[src/rtl/ras_ctrl.sv]
// Return-address-stack initiator: turns fetch call/ret hints and backend retire/mispredict
// events into RAS push/pop/commit/flush pulses. Optional counters under RAS_STATS_EN.
module ras_ctrl #(
    parameter int WIDTH        = 32,
    parameter int MAX_INFLIGHT = 16,
    parameter int INSN_BYTES   = 4
) (
    input  logic                              clk,
    input  logic                              rst_ni,
    input  logic                              fe_valid,
    input  logic                              fe_is_call,
    input  logic                              fe_is_ret,
    input  logic [WIDTH-1:0]                  fe_pc,
    output logic                              fe_ready,
    input  logic                              retire_valid,
    output logic                              retire_ready,
    input  logic                              mispredict,
    output logic                              ras_push,
    output logic                              ras_pop,
    output logic [WIDTH-1:0]                  ras_din,
    output logic                              ras_commit_push,
    output logic                              ras_commit_pop,
    output logic                              ras_flush,
    output logic [$clog2(MAX_INFLIGHT+1)-1:0] inflight,
    output logic                              err_underflow,
    output logic [31:0]                       stat_commits,
    output logic [31:0]                       stat_flushes
);
    localparam int CW = $clog2(MAX_INFLIGHT + 1);
    localparam int PW = $clog2(MAX_INFLIGHT);

    typedef enum logic [1:0] {
        S_RUN     = 2'd0,
        S_FLUSH   = 2'd1,
        S_RECOVER = 2'd2
    } state_t;

    state_t           r_state;
    logic [1:0]       r_q [MAX_INFLIGHT];
    logic [PW-1:0]    r_wptr;
    logic [PW-1:0]    r_rptr;
    logic [CW-1:0]    r_count;
    logic             r_push;
    logic             r_pop;
    logic [WIDTH-1:0] r_din;
    logic             r_cpush;
    logic             r_cpop;
    logic             r_flush;
    logic             r_err;

    logic       w_run;
    logic       w_full;
    logic       w_empty;
    logic       w_acc;
    logic       w_ret_acc;
    logic       w_flush_entry;
    logic [1:0] w_head;

    // Handshakes are held off during reset so nothing is accepted while rst_ni is low.
    assign w_run         = (r_state == S_RUN);
    assign w_full        = (r_count == CW'(MAX_INFLIGHT));
    assign w_empty       = (r_count == CW'(0));
    assign fe_ready      = rst_ni && w_run && !w_full;
    assign retire_ready  = rst_ni && w_run && !w_empty;
    assign w_acc         = fe_valid && fe_ready && (fe_is_call || fe_is_ret);
    assign w_ret_acc     = retire_valid && retire_ready;
    assign w_flush_entry = w_run && mispredict;
    assign w_head        = r_q[r_rptr];

    // In-flight op type storage; contents are only meaningful between the pointers.
    always_ff @(posedge clk) begin
        if (w_acc) begin
            r_q[r_wptr] <= {fe_is_call, fe_is_ret};
        end
    end

    // Control FSM, queue pointers and registered RAS-facing pulses.
    always_ff @(posedge clk) begin
        if (!rst_ni) begin
            r_state <= S_RUN;
            r_wptr  <= PW'(0);
            r_rptr  <= PW'(0);
            r_count <= CW'(0);
            r_push  <= 1'b0;
            r_pop   <= 1'b0;
            r_din   <= WIDTH'(0);
            r_cpush <= 1'b0;
            r_cpop  <= 1'b0;
            r_flush <= 1'b0;
            r_err   <= 1'b0;
        end else begin
            r_push  <= 1'b0;
            r_pop   <= 1'b0;
            r_cpush <= 1'b0;
            r_cpop  <= 1'b0;
            r_flush <= 1'b0;
            if (w_acc) begin
                r_push <= fe_is_call;
                r_pop  <= fe_is_ret;
                r_wptr <= r_wptr + PW'(1);
                if (fe_is_call) begin
                    r_din <= fe_pc + WIDTH'(INSN_BYTES);
                end
            end
            if (w_ret_acc) begin
                r_cpush <= w_head[1];
                r_cpop  <= w_head[0];
                r_rptr  <= r_rptr + PW'(1);
            end
            case ({w_acc, w_ret_acc})
                2'b10:   r_count <= r_count + CW'(1);
                2'b01:   r_count <= r_count - CW'(1);
                default: r_count <= r_count;
            endcase
            if (retire_valid && w_run && w_empty) begin
                r_err <= 1'b1;
            end
            // The FLUSH state discards everything queued, including an op accepted
            // alongside the mispredict, so its commit never reaches the RAS.
            case (r_state)
                S_RUN: begin
                    if (w_flush_entry) begin
                        r_state <= S_FLUSH;
                    end
                end
                S_FLUSH: begin
                    r_flush <= 1'b1;
                    r_wptr  <= PW'(0);
                    r_rptr  <= PW'(0);
                    r_count <= CW'(0);
                    r_state <= S_RECOVER;
                end
                S_RECOVER: r_state <= S_RUN;
                default:   r_state <= S_RUN;
            endcase
        end
    end

    assign ras_push        = r_push;
    assign ras_pop         = r_pop;
    assign ras_din         = r_din;
    assign ras_commit_push = r_cpush;
    assign ras_commit_pop  = r_cpop;
    assign ras_flush       = r_flush;
    assign inflight        = r_count;
    assign err_underflow   = r_err;

`ifdef RAS_STATS_EN
    logic [31:0] r_stat_commits;
    logic [31:0] r_stat_flushes;

    // Saturating event counters.
    always_ff @(posedge clk) begin
        if (!rst_ni) begin
            r_stat_commits <= 32'd0;
            r_stat_flushes <= 32'd0;
        end else begin
            if (w_ret_acc && (r_stat_commits != 32'hFFFF_FFFF)) begin
                r_stat_commits <= r_stat_commits + 32'd1;
            end
            if (w_flush_entry && (r_stat_flushes != 32'hFFFF_FFFF)) begin
                r_stat_flushes <= r_stat_flushes + 32'd1;
            end
        end
    end

    assign stat_commits = r_stat_commits;
    assign stat_flushes = r_stat_flushes;
`else
    assign stat_commits = 32'd0;
    assign stat_flushes = 32'd0;
`endif
endmodule
[config.mk]
export PLATFORM = sky130hd
export DESIGN_NAME = ras_ctrl
export DESIGN_NICKNAME = d
export VERILOG_FILES = /design/src/rtl/ras_ctrl.sv
export SDC_FILE = /design/constraint.sdc
export NUM_CORES = 1
export LEC_CHECK = 0
export BUFFER_PORTS_ARGS = -buffer_cell sky130_fd_sc_hd__buf_4
export CAP_MARGIN = 10
export CORE_ASPECT_RATIO = 0.5
export CORE_MARGIN = 5
export CORE_UTILIZATION = 30
export CTS_CLUSTER_DIAMETER = 120
export DETAILED_ROUTE_END_ITERATION = 10
export GPL_TIMING_DRIVEN = 0
export PLACE_DENSITY = 0.52
export SLEW_MARGIN = 20
export SYNTH_ARGS = -nofsm -noshare
export SYNTH_HDL_FRONTEND = slang
export SYNTH_SLANG_ARGS = --single-unit
[constraint.sdc]
create_clock -name clk -period 3.5 [get_ports clk]
set_clock_uncertainty 0.2 [all_clocks]
set_input_delay 0.7 -clock clk [delete_from_list [all_inputs] [get_ports clk]]
set_output_delay 0.7 -clock clk [all_outputs]
set_load 0.02 [all_outputs]
==> results.ini, run 1 <==
[run_status]
status=finished, final reports clean

[setup_path]
critPathBufInv=2
path_delay_family=compound AO/OA/AOI/OAI gates
rr_startpoint=inflight[1]
r2r_slack_ns=0.28
critPathSlowestCell=or3b_1
cp_max_fo=9
required_ns=3.52
worstPathArrival_ns=3.26
end_kind=flip-flop
r2r-end=inflight[4]
startpoint_type=input port
crit_type=input port to flip-flop
rr_worst_depth=13
path_cells=buf_4 > or3b_1 > a211oi_4 > inv_1 > ha_1 > xor2_1 > ha_1 > a21oi_1 > nand2b_1 > a211o_1 > nand3_1 > o211ai_1
cpPeakStageDelay_ns=0.44
critPathMostFrequentCell=ha_1

[cts]
clock_tree.root_cell=clkbuf_16
clk_pin_slew_ns=0.06
htreeDepth=3
clkSinkCount=85
tritoncts=built
hold_buffers=0
cts_resized=0
worstSkewPairLatency_ns=0.34
cts_buffer_depth=2
post_cts_buffers=0
cts_buffers=9

[grt]
antenna_found_initial=0
overflow=0
grt_usage_pct=12.0
grt_start_max_net_pins=19
grt_pass1_vias=3514
grt_first_pass_wirelength_um=17500

[detailed_routing]
dr.pass1.iters=4
drt_iter0_markers=121
drc=0
wl_per_cell_um=12.9
antenna_left=0
finalWirelength_um=10600
via_count=3473
via_per_inst=4.23

[job]
cap_viol_max_count=0

[placement]
hpwl_um=8250
port_buffers=82
place_area_sq_mm=0.00561
pre_cts_ws_ns=-0.213
dp_cells=806
gp_congestion=0.787

[timing]
relSlewSlack_pct=63.3
rsz0062_at_grt=no
finalCritPeriodShare_pct=92.6
worstMarginPinSlew_ns=0.551
hold_violations=0
final-max-slew-violation-count=0
fmaxAchievable_mhz=309
final-setup-viol-count=0
period_needed_ns=3.24
finalWorstSetupSlack_ns=0.259

[worst_hold_path]
hold_depth=2
holdPathEnd=ras_din[27]
min-delay-path-class=flip-flop to flip-flop
min_from=ras_din[27]

[pwr]
p_seq_share_pct=45.9
p_int_mw=1.73
switchingPower_mw=0.601
irDropWorstVdd_mv=0.195
clkPwrFrac_pct=38.4
power_frac_comb_pct=15.7
switching_share_pct=25.8
p_leak_nw=2.45
powerDensity_mw_per_mm2=394

[synth]
yosysWarningCount=0
synth_top_family_by_area=simple AND/OR/NAND/NOR gates
ys_ff_latch=85
synth_fa_ha_area_share_pct=2.77
ys_seq_area_share_pct=44.8
synthMuxAreaShare_pct=4.58
postSynthCellCount=463
synth_top_area_share_pct=23.5
yosys.area.top_type=dfxtp_1
synthesis.area_sq_mm=0.00451
synth_cell_types=49
synth-xor-area-share_pct=7.18
syn_avg_cell_area_sq_um=9.74
ys_top_cells_by_area=dfxtp_1 24%, edfxtp_1 21%, buf_4 11%
synth_compound_area_share_pct=7.60
synthSimpleGateAreaFrac_pct=18.9

[floorplanning]
placement_rows=31
die_h_um=96.7
core_area_sq_mm=0.0146
die_x_um=183
ios=148
die_area_sq_mm=0.0177
start_util_pct=30.9

[final_layout]
insertedDiodeCount=0
fin_cells=822
final_area_sq_mm=0.00591
syn2layout_area_growth_pct=30.9
n_fill_cell=1477
drive_above_1_share_pct=29.8
nNetsFinal=668

==> tightest hold or removal path, cell delays in order, from the launching register on <==
cell     delay, ns
dfxtp_1       0.31
nand3_1       0.06
o21ai_1       0.05
==> power groups by stage <==
| stage | combinational, mW | sequential (mW) | clock (mW) |
|---|---|---|---|
| after floorplan | 0.213 | 1.12 | 0 |
| after global placement | 0.360 | 1.09 | 0 |
| after detailed placement | 0.361 | 1.09 | 0 |
| after CTS | 0.362 | 1.07 | 0.924 |
| after global routing | 0.397 | 1.07 | 0.965 |
| final | 0.365 | 1.07 | 0.895 |
==> cell families (layout without fill, tap and decap cells) <==
logic type | Yosys count | count (layout)
adder cells (fa/ha/maj) | 10 | 10
AND/OR/NAND/NOR | 161 | 161
flip-flops | 85 | 85
AO/OA/AOI/OAI | 55 | 55
other | 1 | 64
XOR/XNOR | 37 | 37
buffers and inverters | 101 | 199
multiplexers | 13 | 13
==> state kept, by name (all words and copies together), names as in the netlist <==
name             count
r_state              2
r_rptr               4
ras_din             32
ras_flush            1
ras_commit_pop       1
ras_pop              1
r_wptr               4
inflight             5
ras_commit_push      1
ras_push             1
err_underflow        1
r_q                 32
==> per-layer routing <==
metal / part of all wire (%) / vias to the layer above / wire (um) / GRT usage, %
met4: 1.2 / 0 / 129 / 3.60
met5: 0 / - / 0 / 0
met3: 8.1 / 12 / 855 / 4.42
met1: 46 / 1549 / 4920 / 15.5
met2: 44 / 106 / 4720 / 18.7
li1: - / 1806 / - / -
==> cells in the final DEF (no fill, tap or decap), types with 4 or more instances in the layout <==
cell type	synthesis	final
clkbuf_16	0	10
o21ai_0	16	16
edfxtp_1	32	32
nand2b_1	5	5
clkbuf_1	13	16
ha_1	10	10
a211oi_1	8	8
dfxtp_1	53	53
inv_1	12	12
mux2i_1	6	6
buf_4	65	147
nand2_1	28	28
xor2_1	11	11
mux4_2	6	6
nand4_1	11	11
o21ai_1	8	8
a21oi_1	10	10
nor2_1	38	38
and2_1	4	4
nand3_1	37	37
conb_1	1	64
buf_2	4	4
nor3_1	16	16
xnor2_1	26	26
==> metrics by stage <==
step           utilization (%)  total power [mW]  hold slack [ns]  TNS, ns
3_3_place_gp              38.5              1.45            0.247   -0.378
6_report                  40.5              2.33            0.255        0
3_5_place_dp              38.5              1.45            0.251   -0.368
5_1_grt                   40.5              2.44            0.286        0
4_1_cts                   40.4              2.35            0.259        0
2_1_floorplan                -              1.33            0.300        0
==> synthesized netlist by cell type (all sizes together) <==
library cell	number
edfxtp	32
a211oi	9
mux4	6
clkbuf	14
o211ai	3
o22ai	1
or4	2
and4	3
nor4	9
a221oi	2
dfxtp	53
o221a	1
xnor2	26
nor2	38
nand2	28
a211o	1
a21o	1
and2	4
ha	10
nand3	38
a22oi	1
nor2b	1
mux2i	6
nand2b	5
conb	1
a21oi	11
inv	14
nand4	11
buf	73
or3b	1
or3	2
mux2	1
and3	3
nor3	16
xor2	11
o21ai	24
a32o	1
==> worst max path at each step <==
stage               cells after the start  slack [ns]    from           to
floorplan                              11        0.19  rst_ni  inflight[4]
global placement                       12       -0.23  rst_ni  inflight[4]
detailed placement                     12       -0.21  rst_ni  inflight[4]
CTS                                    12        0.12  rst_ni  inflight[4]
global route                           12        0.02  rst_ni  inflight[4]
finish                                 12        0.26  rst_ni  inflight[4]
==> cell type report <==
cell class                 instances  area (sq um)  share of cell area [%]
clock buffer                      13           262                    4.43
buffer                            87           584                    9.89
sequential                        85          2020                    34.2
inverter                          14          52.6                   0.889
clock inverter                     3          18.8                   0.318
tap                              198           248                    4.19
timing repair buffer              82           616                    10.4
multi-input combinational        340          2110                    35.6
Note: power is estimated with default switching activity, not from simulation.
==> inputs of run 2 (changes only) <==
--- a/config.mk
+++ b/config.mk
@@ -10,6 +10,7 @@
 export CORE_ASPECT_RATIO = 0.5
 export CORE_MARGIN = 5
 export CORE_UTILIZATION = 30
+export CTS_BUF_LIST = sky130_fd_sc_hd__clkbuf_16
 export CTS_CLUSTER_DIAMETER = 120
 export DETAILED_ROUTE_END_ITERATION = 10
 export GPL_TIMING_DRIVEN = 0
==> results.ini, run 2 (synthesized netlist as in run 1, its figures left out) <==
[cts]
clkSinkCount=85
clock_tree.root_cell=clkbuf_16
tritoncts=built
htreeDepth=3
clk_pin_slew_ns=0.06
hold_buffers=0
cts_buffer_depth=2
worstSkewPairLatency_ns=0.34
cts_buffers=9

[timing]
period_needed_ns=3.24
rsz0062_at_grt=no
worstMarginPinSlew_ns=0.551
final-setup-viol-count=0
final-max-slew-violation-count=0
hold_violations=0
fmaxAchievable_mhz=308
relSlewSlack_pct=63.3
holdWs_ns=0.255
finalCritPeriodShare_pct=92.7

[placement]
place_area_sq_mm=0.00561
dp_cells=806
gp_congestion=0.787
hpwl_um=8250
port_buffers=82

[detailed_routing]
wl_per_cell_um=12.9
drt_iter0_markers=121
finalWirelength_um=10600
via_count=3472
via_per_inst=4.22
drc=0
antenna_left=0
dr.pass1.iters=4

[grt]
grt_usage_pct=12.0
grt_start_max_net_pins=19
overflow=0
antenna_found_initial=0
grt_first_pass_wirelength_um=17500
grt_pass1_vias=3514

[job]
cap_viol_max_count=0

[floorplanning]
die_h_um=96.7
die_area_sq_mm=0.0177
ios=148
placement_rows=31
die_x_um=183
core_area_sq_mm=0.0146
start_util_pct=30.9

[pwr]
irDropWorstVdd_mv=0.195
p_leak_nw=2.47
powerDensity_mw_per_mm2=393

[final_layout]
drive_above_1_share_pct=29.8
final_common_cell=buf_4
nNetsFinal=668
final_cell_mix=147 x buf_4, 64 x conb_1, 53 x dfxtp_1
fin_cells=822
insertedDiodeCount=0
n_fill_cell=1477
syn2layout_area_growth_pct=30.9
final_area_sq_mm=0.00591
post-route-util_pct=40.5

[setup_path]
required_ns=3.52
worstPathArrival_ns=3.27
cp_max_fo=9
end_kind=flip-flop
crit_type=input port to flip-flop
startpoint_type=input port

[worst_hold_path]
min-delay-path-class=flip-flop to flip-flop

[run_status]
status=finished, final reports clean

-- run 2: timing repair --
| item | CTS | global route |
|---|---|---|
| gates resized for setup | 0 | 2 |
| setup buffers | 0 | 0 |
| endpoints found under the setup margin | 0 | 2 |
-- run 2: worst max-delay path: stages --
cell,delay [ns]
buf_4,0.08
or3b_1,0.44
a211oi_4,0.44
inv_1,0.14
ha_1,0.33
xor2_1,0.18
ha_1,0.21
a21oi_1,0.20
nand2b_1,0.09
a211o_1,0.31
nand3_1,0.07
o211ai_1,0.08
-- run 2: where the power goes --
part / internal (mW) / switching [mW]
clock network: 0.515 / 0.371
logic: 0.152 / 0.213
registers: 1.05 / 0.0173
total: 1.72 / 0.601
-- run 2: per-layer routing --
metal	track usage [%]	vias to the layer above	wire (um)
li1	-	1805	-
met1	15.5	1548	4910
met2	18.7	107	4720
met3	4.42	12	856
met4	3.60	0	129
met5	0	-	0
-- run 2: layout make-up --
cell class	count	area, sq um	share of cell area [%]
clock inverter	6	30.0	0.508
timing repair buffer	82	616	10.4
multi-input combinational	340	2110	35.6
sequential	85	2020	34.2
inverter	14	52.6	0.889
clock buffer	10	250	4.24
buffer	87	584	9.89
tap	198	248	4.19
-- run 2: path summary, 6_finish.rpt --
path	from	to	slack [ns]	cells past startpoint
max	rst_ni	inflight[4]	0.26	12
min	ras_din[27]	ras_din[27]	0.26	2
max reg2reg	inflight[1]	inflight[4]	0.28	13
min reg2reg	ras_din[27]	ras_din[27]	0.26	2
-- run 2: metrics by stage --
step,worst slack (ns),total power [mW],TNS (ns)
final,0.256,2.32,0
after global routing,0.0250,2.43,0
after CTS,0.120,2.35,0
after detailed placement,-0.213,1.45,-0.368
after global placement,-0.228,1.45,-0.378
after floorplan,0.194,1.33,0
